`src/rtl/twos_comp_seq.sv`:
```
// Digit-serial two's-complement unit: pass / negate / abs / negative-abs, DIGIT bits per cycle, LSB digit first.
// Build option: define TWOS_COMP_SEQ_SAT_EN to saturate the overflowing case to the maximum positive value.
module twos_comp_seq #(
  parameter int WIDTH = 32,
  parameter int DIGIT = 8
) (
  input  logic             clk,
  input  logic             rst_n,
  input  logic             in_valid,
  output logic             in_ready,
  input  logic [WIDTH-1:0] operand,
  input  logic [1:0]       op,
  output logic             out_valid,
  input  logic             out_ready,
  output logic [WIDTH-1:0] result,
  output logic             ovf,
  output logic [1:0]       dbg_state_o
);

  // Handshake: an operand transfers on a rising edge where in_valid & in_ready;
  // a result transfers on a rising edge where out_valid & out_ready.
  // WIDTH must be a multiple of DIGIT.
  localparam int N  = WIDTH / DIGIT;
  localparam int KW = (N > 1) ? $clog2(N) : 1;
  localparam logic [KW-1:0]    K_LAST  = KW'(N - 1);
  localparam logic [WIDTH-1:0] MIN_NEG = {1'b1, {(WIDTH-1){1'b0}}};
  localparam logic [WIDTH-1:0] MAX_POS = {1'b0, {(WIDTH-1){1'b1}}};

  typedef enum logic [1:0] {
    IDLE = 2'd0,
    RUN  = 2'd1,
    DONE = 2'd2
  } state_t;

  state_t           state_q, state_d;
  logic [WIDTH-1:0] operand_q, operand_d;
  logic [WIDTH-1:0] result_q, result_d;
  logic [KW-1:0]    k_q, k_d;
  logic             invert_q, invert_d;
  logic             carry_q, carry_d;
  logic             ovf_q, ovf_d;

  logic                   accept;
  logic                   invert_in;
  logic [DIGIT:0]         sum_w;
  logic [WIDTH+DIGIT-1:0] opnd_cat;
  logic [WIDTH+DIGIT-1:0] res_cat;

  assign accept = in_valid & in_ready;

  always_comb begin
    invert_in = 1'b0;
    case (op)
      2'b00:   invert_in = 1'b0;
      2'b01:   invert_in = 1'b1;
      2'b10:   invert_in = operand[WIDTH-1];
      default: invert_in = ~operand[WIDTH-1];
    endcase
  end

  // The operand shifts down one digit per RUN edge so the current digit is always at the bottom;
  // the result digit enters at the top, leaving the LSB digit at bit 0 after N edges.
  assign sum_w    = {1'b0, operand_q[DIGIT-1:0] ^ {DIGIT{invert_q}}} + (DIGIT+1)'(carry_q);
  assign opnd_cat = {{DIGIT{1'b0}}, operand_q};
  assign res_cat  = {sum_w[DIGIT-1:0], result_q};

  // State register
  always_ff @(posedge clk or negedge rst_n) begin
    if (!rst_n) state_q <= IDLE;
    else        state_q <= state_d;
  end

  // Next-state logic
  always_comb begin
    state_d = state_q;
    case (state_q)
      IDLE:    if (accept) state_d = RUN;
      RUN:     if (k_q == K_LAST) state_d = DONE;
      DONE:    if (out_ready) state_d = IDLE;
      default: state_d = IDLE;
    endcase
  end

  // Output logic
  always_comb begin
    in_ready    = (state_q == IDLE);
    out_valid   = (state_q == DONE);
    dbg_state_o = state_q;
  end

  always_comb begin
    operand_d = operand_q;
    result_d  = result_q;
    k_d       = k_q;
    invert_d  = invert_q;
    carry_d   = carry_q;
    ovf_d     = ovf_q;
    if (accept) begin
      operand_d = operand;
      invert_d  = invert_in;
      carry_d   = invert_in;
      k_d       = '0;
      ovf_d     = invert_in & (operand == MIN_NEG);
    end else if (state_q == RUN) begin
      operand_d = opnd_cat[WIDTH+DIGIT-1:DIGIT];
      result_d  = res_cat[WIDTH+DIGIT-1:DIGIT];
      carry_d   = sum_w[DIGIT];
      k_d       = k_q + 1'b1;
    end
  end

  always_ff @(posedge clk or negedge rst_n) begin
    if (!rst_n) begin
      operand_q <= '0;
      result_q  <= '0;
      k_q       <= '0;
      invert_q  <= 1'b0;
      carry_q   <= 1'b0;
      ovf_q     <= 1'b0;
    end else begin
      operand_q <= operand_d;
      result_q  <= result_d;
      k_q       <= k_d;
      invert_q  <= invert_d;
      carry_q   <= carry_d;
      ovf_q     <= ovf_d;
    end
  end

  assign ovf = ovf_q;

`ifdef TWOS_COMP_SEQ_SAT_EN
  assign result = ovf_q ? MAX_POS : result_q;
`else
  // Negating the most negative value wraps back onto itself, so no substitution is needed.
  assign result = result_q;
`endif

endmodule

```
`config.mk`:
```
export PLATFORM = sky130hd
export DESIGN_NAME = twos_comp_seq
export DESIGN_NICKNAME = d
export VERILOG_FILES = /design/src/rtl/twos_comp_seq.sv
export SDC_FILE = /design/constraint.sdc
export NUM_CORES = 1
export LEC_CHECK = 0
export CORE_MARGIN = 2
export CORE_UTILIZATION = 52
export CTS_BUF_LIST = sky130_fd_sc_hd__clkbuf_8
export DETAILED_ROUTE_END_ITERATION = 6
export PLACE_DENSITY = 0.83
export SLEW_MARGIN = 10
export SYNTH_ARGS = -nofsm -noshare
export SYNTH_HDL_FRONTEND = slang
export SYNTH_SLANG_ARGS = --single-unit
```
`constraint.sdc`:
```
create_clock -name clk -period 2.25 [get_ports clk]
set_input_delay 0.225 -clock clk [delete_from_list [all_inputs] [get_ports clk]]
set_output_delay 0.225 -clock clk [all_outputs]
set_load 0.01 [all_outputs]
```
# Word level (Yosys, flattened, before mapping)

Cells that the tools add are included.

Bits in registers: 71
Bits in latches: 0
Bits in writable memories: 0
Bits in read-only memories: 0
Input bits: 38
Output and inout port bits: 37
Logic and storage cells: 39
Memories: 0

Add/subtract/negate cells: 2
Multipliers: 0
Div/mod/pow operators: 0
Order comparisons: 0
Equality and inequality tests: 9
Shift-type cells: 0
Muxes and demuxes: 11
Bitwise gates (word level): 5
Reduce and logical (&&, ||, !) cells: 5

Operators by type and width:

| cell                   | count |
|---|---|
| $mux W32               | 2 |
| $eq A32 B32 Y1 const B | 1 |
| $mux W2                | 5 |
| $add A8 B1 Y9          | 1 |
| $xor A8 B8 Y8          | 1 |
| $eq A2 B2 Y1 const B   | 3 |
| $pmux W2 S3            | 1 |
| $eq A2 B1 Y1 const B   | 2 |
| $logic_not A2 Y1       | 2 |
| $ne A2 B1 Y1 const B   | 2 |
| $pmux W1 S3            | 1 |
| $reduce_and A3 Y1      | 1 |
| $add A2 B1 Y2 const B  | 1 |
| $and A1 B1 Y1          | 2 |
| $mux W1                | 2 |
| $ne A2 B2 Y1 const B   | 1 |
| $not A1 Y1             | 2 |
| $reduce_and A2 Y1      | 1 |
| $reduce_bool A2 Y1     | 1 |

# Depth between registers and ports, before layout

Gate-level depths: netlist of run 1.

Depth in word-level cells: 4
Mapped depth: 9
Gate-level depth less buffers: 7

# Least setup slack after synthesis of run 1

Ideal clock, no wire load.

Kind: flip-flop to flip-flop
Start point: reg invert_q
End point: reg result_q[28] (netlist: result[28])
Setup time: 82 ps
Arrival: 1891 ps
Data required time: 2168 ps
Setup slack: 277 ps
Stages on the path, launching flop included: 10
Path buffers: 2
Period minus slack after synthesis: 1973 ps
Path through: dfrtp_1 > clkbuf_8 > buf_6 > xor2_1 > ha_1 > ha_1 > nand2b_1 > a21oi_1 > or3_1 > a31oi_1

Word-level cells in the longest chain between the ends: 2

Ends and longest elaborated chain:

| item                   | line | source |
|---|---|---|
| from (decl)            | 39   | `logic invert_q, invert_d;` |
| from (signal assigned) | 124  | `invert_q <= invert_d;` |
| $xor A8 B8 Y8          | 63   | `assign sum_w = {1'b0, operand_q[DIGIT-1:0] ^ {DIGIT{invert_q}}} + (DIGIT+1)'(carry_q);` |
| $add A8 B1 Y9          | 63   |  |
| to (signal assigned)   | 122  | `result_q <= result_d;` |
| to (decl)              | 37   | `logic [WIDTH-1:0] result_q, result_d;` |

Every way passes these cells.
A chain may end at the register's enable or synchronous reset.

# Worst setup path after layout of run 1

Start point: reg operand_q[0]
End point: reg result_q[28] (netlist: result[28])

Word-level cells in the longest chain between the ends: 2

Ends and longest elaborated chain:

| item                   | line | source |
|---|---|---|
| from (decl)            | 36   | `logic [WIDTH-1:0] operand_q, operand_d;` |
| from (signal assigned) | 121  | `operand_q <= operand_d;` |
| $xor A8 B8 Y8          | 63   |  |
| $add A8 B1 Y9          | 63   |  |

Every way passes these cells.

==> results by group, run 1 <==
Placed design
  – Final estimated routing congestion in global placement: 0.803
  – Quantity of I/O buffers inserted on ports: 74
  – Placed cell area: 3990 um2
  – Placed wire-length estimate: 5020 um

Global route
  – Total congestion overflow: 0
  – Number of antenna violations at the first check in global routing: 0
  – Overall Global Routing Usage: 21.7%
  – First-pass GRT wire length: 12000 um
  – Via count of the first global-routing pass: 2518
  – Largest net degree at the start of global routing: 61

Power and ir drop
  – Cell-internal power: 0.00371 W
  – Worst IR drop on VDD: 0.826 mV
  – Clock group share of total power: 16.3%
  – Net switching share of the total power: 40.3%
  – Sw power: 0.00251 W
  – Leakage component of the power: 1.97 nW
  – Logic gate share of total power: 45.9%
  – Pwr per Cell Area: 1480 nW/um2
  – Seq pwr share: 37.9%

Floorplanning
  – Starting density of the core: 54.3%
  – Standard-cell rows: 28
  – Area of the core: 5960 um2
  – Number of primary I/O pins: 75
  – Area of the die: 6860 um2
  – Die width: 82.9 um
  – Vertical extent of the die: 82.9 um

Route
  – Number of nets with antenna violations after detailed routing: 0
  – Average wire length per cell after detail routing: 14.4 um
  – Total via count in the routed design: 2720
  – Starting DRT DRC Count: 128
  – Total wire length after detailed routing: 7230 um
  – First drt pass iteration count: 5
  – Via count normalized by instance count: 5.41
  – DR DRC count: 0

Worst setup path
  – Data required time at the worst endpoint: 2.52 ns
  – Crit Path Category: reg2reg
  – Delay of the slowest cell on the worst path: 0.40 ns
  – Arrival time at the worst endpoint: 2.13 ns
  – CP Max Fanout: 6
  – Source of the worst register-to-register timing path: operand_q[0]
  – Worst r2r dst: result[28]
  – Number of cells on the critical path: 7
  – Cell type group with the largest total delay on the critical path: adder cells
  – Crit path capture type: flop
  – Slowest stage cell, crit path: sky130_fd_sc_hd__dfrtp_1
  – Startpoint of the most critical setup path: operand_q[0]
  – Series of cell instances along the critical path: xor2_1, ha_1, ha_1, nand2b_1, a21oi_1, or3_1, a31oi_1
  – Worst setup SP type: flop
  – Sum of buffers and inverters on the critical path: 0
  – Capture point of the worst path: result[28]
  – Number of cells traversed by the worst register-to-register path: 7
  – Reg2Reg Setup Slack: 0.39 ns
  – CP dominant cell by count: sky130_fd_sc_hd__ha_1

Timing
  – Fin Setup TNS: 0 ns
  – Peak clock frequency supported by timing: 539 MHz
  – Maximum clock skew at final layout: 0.00611 ns
  – Finish-stage setup viols: 0
  – Actual slew at the worst max-slew pin: 0.926 ns
  – Final count of pins violating max slew: 0
  – Final hold violation count: 0
  – Worst rel slew slack: 38.2%
  – RSZ-0062 raised after global routing: false
  – Post-layout minimum cycle time: 1.86 ns
  – Final critical-path share of the clock period: 82.5%

Clock tree
  – Root cell of the clock tree: sky130_fd_sc_hd__clkbuf_8
  – Cts bufs inserted: 9
  – Latest clock arrival within the worst-skew pair: 0.34 ns
  – Longest Clk Path Bufs: 2
  – Clk slew on worst S/H paths: 0.08 ns
  – Clock sink count: 71
  – Post-CTS Setup Inserts: 0
  – Total of cells resized after clock tree synthesis: 0
  – TritonCTS clock tree: yes
  – H-tree lvl count: 3

Synth
  – Yosys warns: 0
  – FF+latch count, synth: 71
  – Number of different library cells in the post-synthesis netlist: 42
  – Post-synthesis instance area: 3230 um2
  – Mapped Avg Cell Area: 9.18 um2
  – Number of instances in the synthesized netlist: 352
  – Part of the Yosys area used for sequential elements: 55.0%
  – Total nets after synthesis: 393

Cells and area
  – Antenna diode count: 0
  – Area taken by flip-flops and latches: 1780 um2
  – Total Nets Final: 464
  – # fillers: 468
  – Synth-to-Final Area Change: 30.0%
  – Area of combinational cells with multiple inputs: 1330 um2
  – Fin area: 4200 um2
  – Fraction of final layout cells sized beyond drive strength 1: 7.01%

Run status
  – Run status: finished, final reports clean

Hold path
  – Worst min-delay path class: in2async

Job
  – Max cap viols: 0
[cells in the mapped netlist (all sizes together)]
| master | n | area, um2 |
|---|---|---|
| xor2 | 6 | 52.6 |
| a22oi | 24 | 180 |
| nor2 | 6 | 25.0 |
| nor2b | 2 | 12.5 |
| nor4 | 8 | 50.1 |
| a221oi | 1 | 8.76 |
| nand3b | 2 | 15.0 |
| a21oi | 4 | 23.8 |
| nand2 | 155 | 582 |
| o21ai | 16 | 80.1 |
| nor4b | 1 | 8.76 |
| buf | 10 | 68.8 |
| and3 | 1 | 6.26 |
| o22ai | 1 | 12.5 |
| ha | 3 | 37.5 |
| nor3b | 1 | 12.5 |
| dfrtp | 71 | 1780 |
| inv | 1 | 3.75 |
| o211ai | 1 | 7.51 |
| a21bo | 1 | 10.0 |
| or3b | 1 | 8.76 |
| xnor2 | 2 | 17.5 |
| clkbuf | 11 | 71.3 |
| nor3 | 1 | 5.00 |
| nand3 | 2 | 10.0 |
| a41oi | 1 | 8.76 |
| o31ai | 1 | 7.51 |
| and3b | 1 | 8.76 |
| a31oi | 3 | 18.8 |
| nand4 | 2 | 12.5 |
| o311ai | 1 | 8.76 |
| nand2b | 5 | 31.3 |
| or3 | 3 | 20.0 |
| or4b | 1 | 13.8 |
| a22o | 1 | 8.76 |
| a21o | 1 | 7.51 |
[what timing repair did]
action                                  4_1_cts  5_1_grt
hold buffers                                  1        0
endpoints found under the setup margin        0        0
endpoints found under the hold margin        26        0
[registers in the layout (all words and copies together) (netlist names)]
signal / cells
invert_q: 1
carry_q: 1
operand_q: 32
ovf: 1
k_q: 2
dbg_state_o: 2
result: 32
[through the flow]
stage | hold WS [ns] | total power (W) | std cells | utilization, % | worst slack (ns)
after floorplan | -0.0706 | 0.00418 | 352 | - | 0.277
after global placement | 0.271 | 0.00508 | 486 | 67.1 | 0.431
after detailed placement | 0.278 | 0.00522 | 486 | 67.1 | 0.357
after CTS | 0.438 | 0.00626 | 503 | 70.5 | 0.379
after global routing | 0.467 | 0.00673 | 503 | 70.5 | 0.236
final | 0.423 | 0.00622 | 503 | 70.5 | 0.394
[cells in the final DEF, fill, tap and decap left out, types with 3 or more instances in the layout]
master / count
sky130_fd_sc_hd__xor2_1: 6
sky130_fd_sc_hd__buf_4: 5
sky130_fd_sc_hd__clkdlybuf4s50_1: 73
sky130_fd_sc_hd__nand2_1: 155
sky130_fd_sc_hd__a31oi_1: 3
sky130_fd_sc_hd__clkinv_2: 3
sky130_fd_sc_hd__nor2_1: 5
sky130_fd_sc_hd__dfrtp_1: 71
sky130_fd_sc_hd__nor4_1: 8
sky130_fd_sc_hd__o21ai_0: 15
sky130_fd_sc_hd__ha_1: 3
sky130_fd_sc_hd__a22oi_1: 24
sky130_fd_sc_hd__a21oi_1: 3
sky130_fd_sc_hd__clkbuf_8: 10
sky130_fd_sc_hd__nand2b_1: 5
[layout make-up]
type / instances / area share, %
Clock inverter: 6 / 1.43
Tap cell: 75 / 2.23
Multi-Input combinational cell: 259 / 31.6
Clock buffer: 10 / 3.28
Timing Repair Buffer: 81 / 19.1
Inverter: 1 / 0.0893
Sequential cell: 71 / 42.3
[how the worst min path moves through the flow]
| stage | cells after the start | from | slack, ns | to |
|---|---|---|---|---|
| floorplan | 0 | rst_n | -0.07 | carry_q |
| CTS | 2 | rst_n | 0.44 | dbg_state_o[1] |
| finish | 2 | rst_n | 0.42 | dbg_state_o[1] |
| global placement | 1 | rst_n | 0.27 | dbg_state_o[1] |
| detailed placement | 1 | rst_n | 0.28 | dbg_state_o[0] |
| global route | 2 | rst_n | 0.47 | dbg_state_o[0] |
[logic make-up after synthesis]
logic type,Yosys count,synth area share [%]
compound gates,56,11.8
buf+inv,22,4.45
xor+xnor,8,2.17
simple gates,192,25.4
fa+ha+maj,3,1.16
flops,71,55.0
[power groups by stage]
| stage | clock, W | sequential, W | combinational (W) |
|---|---|---|---|
| after floorplan | 0 | 0.00237 | 0.00180 |
| after global placement | 0 | 0.00234 | 0.00274 |
| after detailed placement | 0 | 0.00237 | 0.00285 |
| after CTS | 0.00103 | 0.00235 | 0.00288 |
| after global routing | 0.00109 | 0.00244 | 0.00320 |
| final | 0.00101 | 0.00236 | 0.00285 |
[routing by layer]
metal  GRT usage, %  up-vias  share of wire, %
li1               -     1328                 -
met3           4.97       11               5.6
met4           6.26        0               1.1
met1           30.0     1291                45
met5              0        -                 0
met2           34.6       90                48
(Power assumes the default switching activity.)
==> run 2, diff against run 1 <==
==> constraint.sdc (replaced) <==
create_clock -name clk -period 1.79 [get_ports clk]
set_input_delay 0.179 -clock clk [delete_from_list [all_inputs] [get_ports clk]]
set_output_delay 0.179 -clock clk [all_outputs]
set_load 0.01 [all_outputs]
==> results by group, run 2 (same netlist as run 1, synthesis figures left out) <==
Run status
  – Run status: complete, but fails checks (was finished, final reports clean)
  – Violations in the final reports: setup timing

Power and ir drop
  – Cell-internal power: 0.00519 W (was 0.00371 W)
  – Sw power: 0.00329 W (was 0.00251 W)
  – Logic gate share of total power: 45.5% (was 45.9%)
  – Clock group share of total power: 19.7% (was 16.3%)
  – Leakage component of the power: 2.02 nW (was 1.97 nW)
  – Worst IR drop on VDD: 1.20 mV (was 0.826 mV)
  – Seq pwr share: 34.9% (was 37.9%)
  – Net switching share of the total power: 38.7% (was 40.3%)
  – Post-layout power: 0.00848 W (was 0.00622 W)
  – Pwr per Cell Area: 1960 nW/um2 (was 1480 nW/um2)

Worst setup path
  – Data required time at the worst endpoint: 2.00 ns (was 2.52 ns)
  – Arrival time at the worst endpoint: 2.01 ns (was 2.13 ns)
  – Delay of the slowest cell on the worst path: 0.48 ns (was 0.40 ns)
  – Series of cell instances along the critical path: xor2_1, ha_2, or4b_4, a21oi_2, or3_2, a31oi_1 (was xor2_1, ha_1, ha_1, nand2b_1, a21oi_1, or3_1, a31oi_1)
  – CP Max Fanout: 4 (was 6)
  – Crit path capture type: flop (unchanged)
  – Crit Path Category: reg2reg (unchanged)
  – Worst setup SP type: flop (unchanged)
  – Slowest stage cell, crit path: sky130_fd_sc_hd__or4b_4 (was sky130_fd_sc_hd__dfrtp_1)

Floorplanning
  – Starting density of the core: 54.3% (unchanged)
  – Area of the core: 5960 um2 (unchanged)
  – Vertical extent of the die: 82.9 um (unchanged)
  – Standard-cell rows: 28 (unchanged)
  – Area of the die: 6860 um2 (unchanged)
  – Die width: 82.9 um (unchanged)
  – Number of primary I/O pins: 75 (unchanged)

Global route
  – M3 GR Usage: 4.37% (was 4.97%)
  – Number of antenna violations at the first check in global routing: 0 (unchanged)
  – Overall Global Routing Usage: 22.3% (was 21.7%)
  – Met2 capacity usage during global routing: 37.8% (was 34.6%)
  – First-pass GRT wire length: 12400 um (was 12000 um)
  – Largest net degree at the start of global routing: 72 (was 61)
  – Met1 track utilization from global routing: 27.4% (was 30.0%)
  – Global-route layer with the greatest usage: met2 (unchanged)
  – Via count of the first global-routing pass: 2713 (was 2518)
  – Total congestion overflow: 0 (unchanged)

Route
  – Total via count in the routed design: 2811 (was 2720)
  – Starting DRT DRC Count: 150 (was 128)
  – Total wire length after detailed routing: 7480 um (was 7230 um)
  – Number of nets with antenna violations after detailed routing: 0 (unchanged)
  – Via count normalized by instance count: 5.56 (was 5.41)
  – First drt pass iteration count: 5 (unchanged)
  – Average wire length per cell after detail routing: 14.8 um (was 14.4 um)
  – DR DRC count: 0 (unchanged)

Cells and area
  – Total Nets Final: 467 (was 464)
  – Leading cell types in the layout, fill and taps excluded: sky130_fd_sc_hd__nand2_1 (155), sky130_fd_sc_hd__clkdlybuf4s50_1 (73), sky130_fd_sc_hd__dfrtp_1 (70) (was sky130_fd_sc_hd__nand2_1 (155), sky130_fd_sc_hd__clkdlybuf4s50_1 (73), sky130_fd_sc_hd__dfrtp_1 (71))
  – Final core utilization: 72.7% (was 70.5%)
  – # fillers: 446 (was 468)
  – Most common library cell in the layout ignoring fill and taps: sky130_fd_sc_hd__nand2_1 (unchanged)
  – Antenna diode count: 0 (unchanged)
  – Synth-to-Final Area Change: 33.9% (was 30.0%)
  – Fraction of final layout cells sized beyond drive strength 1: 8.58% (was 7.01%)

Placed design
  – Post-place setup slack: -0.0317 ns (was 0.357 ns)
  – Placed wire-length estimate: 4970 um (was 5020 um)
  – Final estimated routing congestion in global placement: 0.833 (was 0.803)
  – Quantity of I/O buffers inserted on ports: 74 (unchanged)

Timing
  – Post-Route Hold Slack: 0.383 ns (was 0.423 ns)
  – Finish-stage setup viols: 1 (was 0)
  – Worst rel slew slack: 63.0% (was 38.2%)
  – Final critical-path share of the clock period: 101% (was 82.5%)
  – Final Worst Setup Slack: -0.0162 ns (was 0.394 ns)
  – Post-layout minimum cycle time: 1.81 ns (was 1.86 ns)
  – Final count of pins violating max slew: 0 (unchanged)
  – Actual slew at the worst max-slew pin: 0.554 ns (was 0.926 ns)
  – Peak clock frequency supported by timing: 554 MHz (was 539 MHz)
  – Maximum clock skew at final layout: 0.00764 ns (was 0.00611 ns)
  – RSZ-0062 raised after global routing: true (was false)
  – Final hold violation count: 0 (unchanged)

Clock tree
  – Clk slew on worst S/H paths: 0.08 ns (about the same)
  – Clock sink count: 71 (unchanged)
  – H-tree lvl count: 3 (unchanged)
  – Root cell of the clock tree: sky130_fd_sc_hd__clkbuf_8 (unchanged)
  – Longest Clk Path Bufs: 2 (unchanged)
  – Cts bufs inserted: 9 (unchanged)
  – TritonCTS clock tree: yes (unchanged)
  – Latest clock arrival within the worst-skew pair: 0.35 ns (was 0.34 ns)

Job
  – Max cap viols: 0 (unchanged)

Hold path
  – Worst min-delay path class: in2async (unchanged)
## run 2: changes by cell type in the layout (fill, tap and decap cells not counted), moves of 2 or more
cell                        delta
sky130_fd_sc_hd__bufinv_16     +3
sky130_fd_sc_hd__ha_1          -2
sky130_fd_sc_hd__buf_4         +2
sky130_fd_sc_hd__clkinv_2      -2
## run 2: worst paths after layout
| kind | start | to | slack, ns | depth (start not counted) |
|---|---|---|---|---|
| max reg2reg | invert_q | result[29] | -0.02 | 6 |
| min | rst_n | result[10] | 0.38 | 3 |
| max in group asynchronous | rst_n | dbg_state_o[1] | 1.13 | 3 |
| min reg2reg | result[4] | result[4] | 0.48 | 2 |
| min in group clk | operand[25] | operand_q[25] | 0.41 | 3 |
| max | invert_q | result[29] | -0.02 | 6 |
## run 2: critical path: cells and delay by family, from the launching register on
family,cells,cell delay (ns)
flip-flops,1,0.40
AO/OA/AOI/OAI,2,0.23
XOR/XNOR,1,0.17
AND/OR/NAND/NOR,2,0.62
adder cells (fa/ha/maj),1,0.26
## run 2: power by group through the flow
stage / sequential [W] / clock [W] / combinational, W
after floorplan: 0.00298 / 0 / 0.00231
after global placement: 0.00291 / 0 / 0.00364
after detailed placement: 0.00295 / 0 / 0.00376
after CTS: 0.00294 / 0.00168 / 0.00384
after global routing: 0.00304 / 0.00175 / 0.00426
final: 0.00296 / 0.00167 / 0.00386
## run 2: through the flow
step	cell area [um2]	TNS, ns	instances
3_5_place_dp	4040	-0.0646	488
3_3_place_gp	4040	0	488
5_1_grt	4330	-0.0921	506
6_report	4330	-0.0162	506
2_1_floorplan	3250	-0.182	352
4_1_cts	4320	-0.0154	506
## run 2: timing repair
| action | CTS | global route |
|---|---|---|
| pin swaps | 1 | 2 |
| setup buffers | 1 | 0 |
| hold buffers | 1 | 0 |
| endpoints found under the hold margin | 71 | 0 |
| setup endpoints to repair | 2 | 29 |
| gates resized for setup | 1 | 4 |
## run 2: routing by layer
layer	up-vias	routed length, um	share of wire (%)
met4	0	148	2.0
met2	104	3760	50
met3	14	385	5.1
li1	1329	-	-
met5	-	0	0
met1	1364	3190	43
## run 2: cell type report
type                       instances  area (um2)  share of cell area [%]
tap                               75        93.8                    2.17
multi-input combinational        259        1360                    31.3
sequential                        71        1780                    41.1
timing repair buffer              84         838                    19.4
inverter                           1        3.75                  0.0867
clock buffer                       9         124                    2.86
clock inverter                     7         136                    3.15
==> run 3, diff against run 2 <==
--- a/config.mk
+++ b/config.mk
@@ -6,10 +6,9 @@
 export NUM_CORES = 1
 export LEC_CHECK = 0
 export CORE_MARGIN = 2
-export CORE_UTILIZATION = 52
-export CTS_BUF_LIST = sky130_fd_sc_hd__clkbuf_8
+export CORE_UTILIZATION = 50
 export DETAILED_ROUTE_END_ITERATION = 6
-export PLACE_DENSITY = 0.83
+export PLACE_DENSITY = 0.8
 export SLEW_MARGIN = 10
 export SYNTH_ARGS = -nofsm -noshare
 export SYNTH_HDL_FRONTEND = slang
==> results by group, run 3 (same netlist as run 1, synthesis figures left out) <==
Run status
  – Run status: finished, final reports clean (was complete, but fails checks)

Hold path
  – Worst min-delay path class: in2async (unchanged)

Power and ir drop
  – Post-layout power: 0.00783 W (was 0.00848 W)
  – Pwr per Cell Area: 1840 nW/um2 (was 1960 nW/um2)
  – Worst IR drop on VDD: 1.09 mV (was 1.20 mV)
  – Leakage component of the power: 1.98 nW (was 2.02 nW)

Job
  – Max cap viols: 0 (unchanged)

Placed design
  – Post-place setup slack: -0.0169 ns (was -0.0317 ns)
  – Final estimated routing congestion in global placement: 0.840 (was 0.833)
  – Cell count after placement: 490 (was 488)
  – Placed cell area: 4040 um2 (about the same)
  – Quantity of I/O buffers inserted on ports: 74 (unchanged)
  – Placed wire-length estimate: 4910 um (was 4970 um)

Global route
  – Via count of the first global-routing pass: 2614 (was 2713)
  – First-pass GRT wire length: 12200 um (was 12400 um)
  – Total congestion overflow: 0 (unchanged)
  – Overall Global Routing Usage: 21.5% (was 22.3%)
  – Number of antenna violations at the first check in global routing: 0 (unchanged)
  – Largest net degree at the start of global routing: 72 (unchanged)

Timing
  – Worst rel slew slack: 62.4% (was 63.0%)
  – Post-layout minimum cycle time: 1.75 ns (was 1.81 ns)
  – Final critical-path share of the clock period: 97.9% (was 101%)
  – Finish-stage setup viols: 0 (was 1)
  – Actual slew at the worst max-slew pin: 0.563 ns (was 0.554 ns)
  – Final count of pins violating max slew: 0 (unchanged)
  – Peak clock frequency supported by timing: 571 MHz (was 554 MHz)
  – Post-Route Hold Slack: 0.408 ns (was 0.383 ns)
  – Maximum clock skew at final layout: 0.00560 ns (was 0.00764 ns)
  – RSZ-0062 raised after global routing: true (unchanged)
  – Final hold violation count: 0 (unchanged)
  – Final Worst Setup Slack: 0.0374 ns (was -0.0162 ns)

Floorplanning
  – Area of the die: 7130 um2 (was 6860 um2)
  – Standard-cell rows: 29 (was 28)
  – Die width: 84.4 um (was 82.9 um)
  – Area of the core: 6310 um2 (was 5960 um2)
  – Number of primary I/O pins: 75 (unchanged)
  – Starting density of the core: 51.2% (was 54.3%)
  – Vertical extent of the die: 84.4 um (was 82.9 um)

Route
  – Average wire length per cell after detail routing: 13.9 um (was 14.8 um)
  – Starting DRT DRC Count: 170 (was 150)
  – Number of nets with antenna violations after detailed routing: 0 (unchanged)
  – Total via count in the routed design: 2748 (was 2811)
  – DR DRC count: 0 (unchanged)
  – Total wire length after detailed routing: 7040 um (was 7480 um)
  – Via count normalized by instance count: 5.41 (was 5.56)
  – First drt pass iteration count: 4 (was 5)

Clock tree
  – Root cell of the clock tree: sky130_fd_sc_hd__clkbuf_8 (unchanged)
  – TritonCTS clock tree: yes (unchanged)
  – Longest Clk Path Bufs: 2 (unchanged)
  – H-tree lvl count: 3 (unchanged)
  – Clk slew on worst S/H paths: 0.07 ns (was 0.08 ns)
  – Clock sink count: 71 (unchanged)
  – Cts bufs inserted: 9 (unchanged)
  – Latest clock arrival within the worst-skew pair: 0.33 ns (was 0.35 ns)

Cells and area
  – Most common library cell in the layout ignoring fill and taps: sky130_fd_sc_hd__nand2_1 (unchanged)
  – Antenna diode count: 0 (unchanged)
  – Fraction of final layout cells sized beyond drive strength 1: 8.12% (was 8.58%)
  – Fin area: 4250 um2 (was 4330 um2)
  – Number of non-filler instances in the completed layout: 508 (was 506)
  – Synth-to-Final Area Change: 31.3% (was 33.9%)
  – Total Nets Final: 467 (unchanged)
  – Leading cell types in the layout, fill and taps excluded: sky130_fd_sc_hd__nand2_1 (155), sky130_fd_sc_hd__clkdlybuf4s50_1 (73), sky130_fd_sc_hd__dfrtp_1 (70) (unchanged)

Worst setup path
  – CP Max Fanout: 4 (unchanged)
  – Data required time at the worst endpoint: 1.99 ns (was 2.00 ns)
  – Crit Path Category: reg2reg (unchanged)
  – Worst setup SP type: flop (unchanged)
  – Crit path capture type: flop (unchanged)
  – Arrival time at the worst endpoint: 1.95 ns (was 2.01 ns)
-- run 3: what timing repair did --
item / in CTS / in global routing
endpoints found under the hold margin: 71 / 0
hold buffers: 1 / 0
resized for setup: 1 / 3
setup buffers: 1 / 0
pin swaps: 1 / 2
setup endpoints to repair: 2 / 25
-- run 3: final cells by class --
type	count	area [um2]
clock buffers	13	159
clock inverters	3	17.5
repair buffers	84	842
fillers	515	2070
well taps	77	96.3
multi-input cells	259	1350
inverters	1	3.75
flip-flops and latches	71	1780
-- run 3: per-layer routing --
| layer | GRT usage, % | share of wire (%) | vias to the layer above |
|---|---|---|---|
| li1 | - | - | 1333 |
| met1 | 29.2 | 46 | 1315 |
| met2 | 33.9 | 48 | 94 |
| met3 | 6.69 | 5.5 | 6 |
| met4 | 5.92 | 0.91 | 0 |
| met5 | 0 | 0 | - |
-- run 3: stage by stage --
stage / TNS, ns / utilization [%]
finish: 0 / 67.2
detailed placement: -0.0338 / 64.0
floorplan: -0.182 / -
global route: -0.117 / 67.2
global placement: 0 / 64.0
CTS: 0 / 67.1
-- run 3: power by group --
group	total [W]	switching [W]	internal (W)
registers	0.00292	0.000552	0.00237
clock network	0.00113	0.000555	0.000576
logic	0.00378	0.00202	0.00176
total	0.00783	0.00312	0.00470
-- run 3: critical path: stages, from the launching register on --
cell                      delay, ns
sky130_fd_sc_hd__dfrtp_1       0.39
sky130_fd_sc_hd__xor2_1        0.18
sky130_fd_sc_hd__ha_2          0.25
sky130_fd_sc_hd__or4b_4        0.47
sky130_fd_sc_hd__a21oi_2       0.15
sky130_fd_sc_hd__or3_2         0.12
sky130_fd_sc_hd__a31oi_1       0.07
-- run 3: path summary, 6_finish.rpt --
kind / slack (ns) / endpoint / startpoint / cells after the start
setup / recovery: 0.04 / result[29] / invert_q / 6
hold / removal: 0.41 / result[5] / rst_n / 3
setup reg to reg: 0.04 / result[29] / invert_q / 6
hold reg to reg: 0.47 / result[1] / result[1] / 2
max in group asynchronous: 1.09 / operand_q[2] / rst_n / 3
min in group clk: 0.43 / operand_q[27] / operand[27] / 3
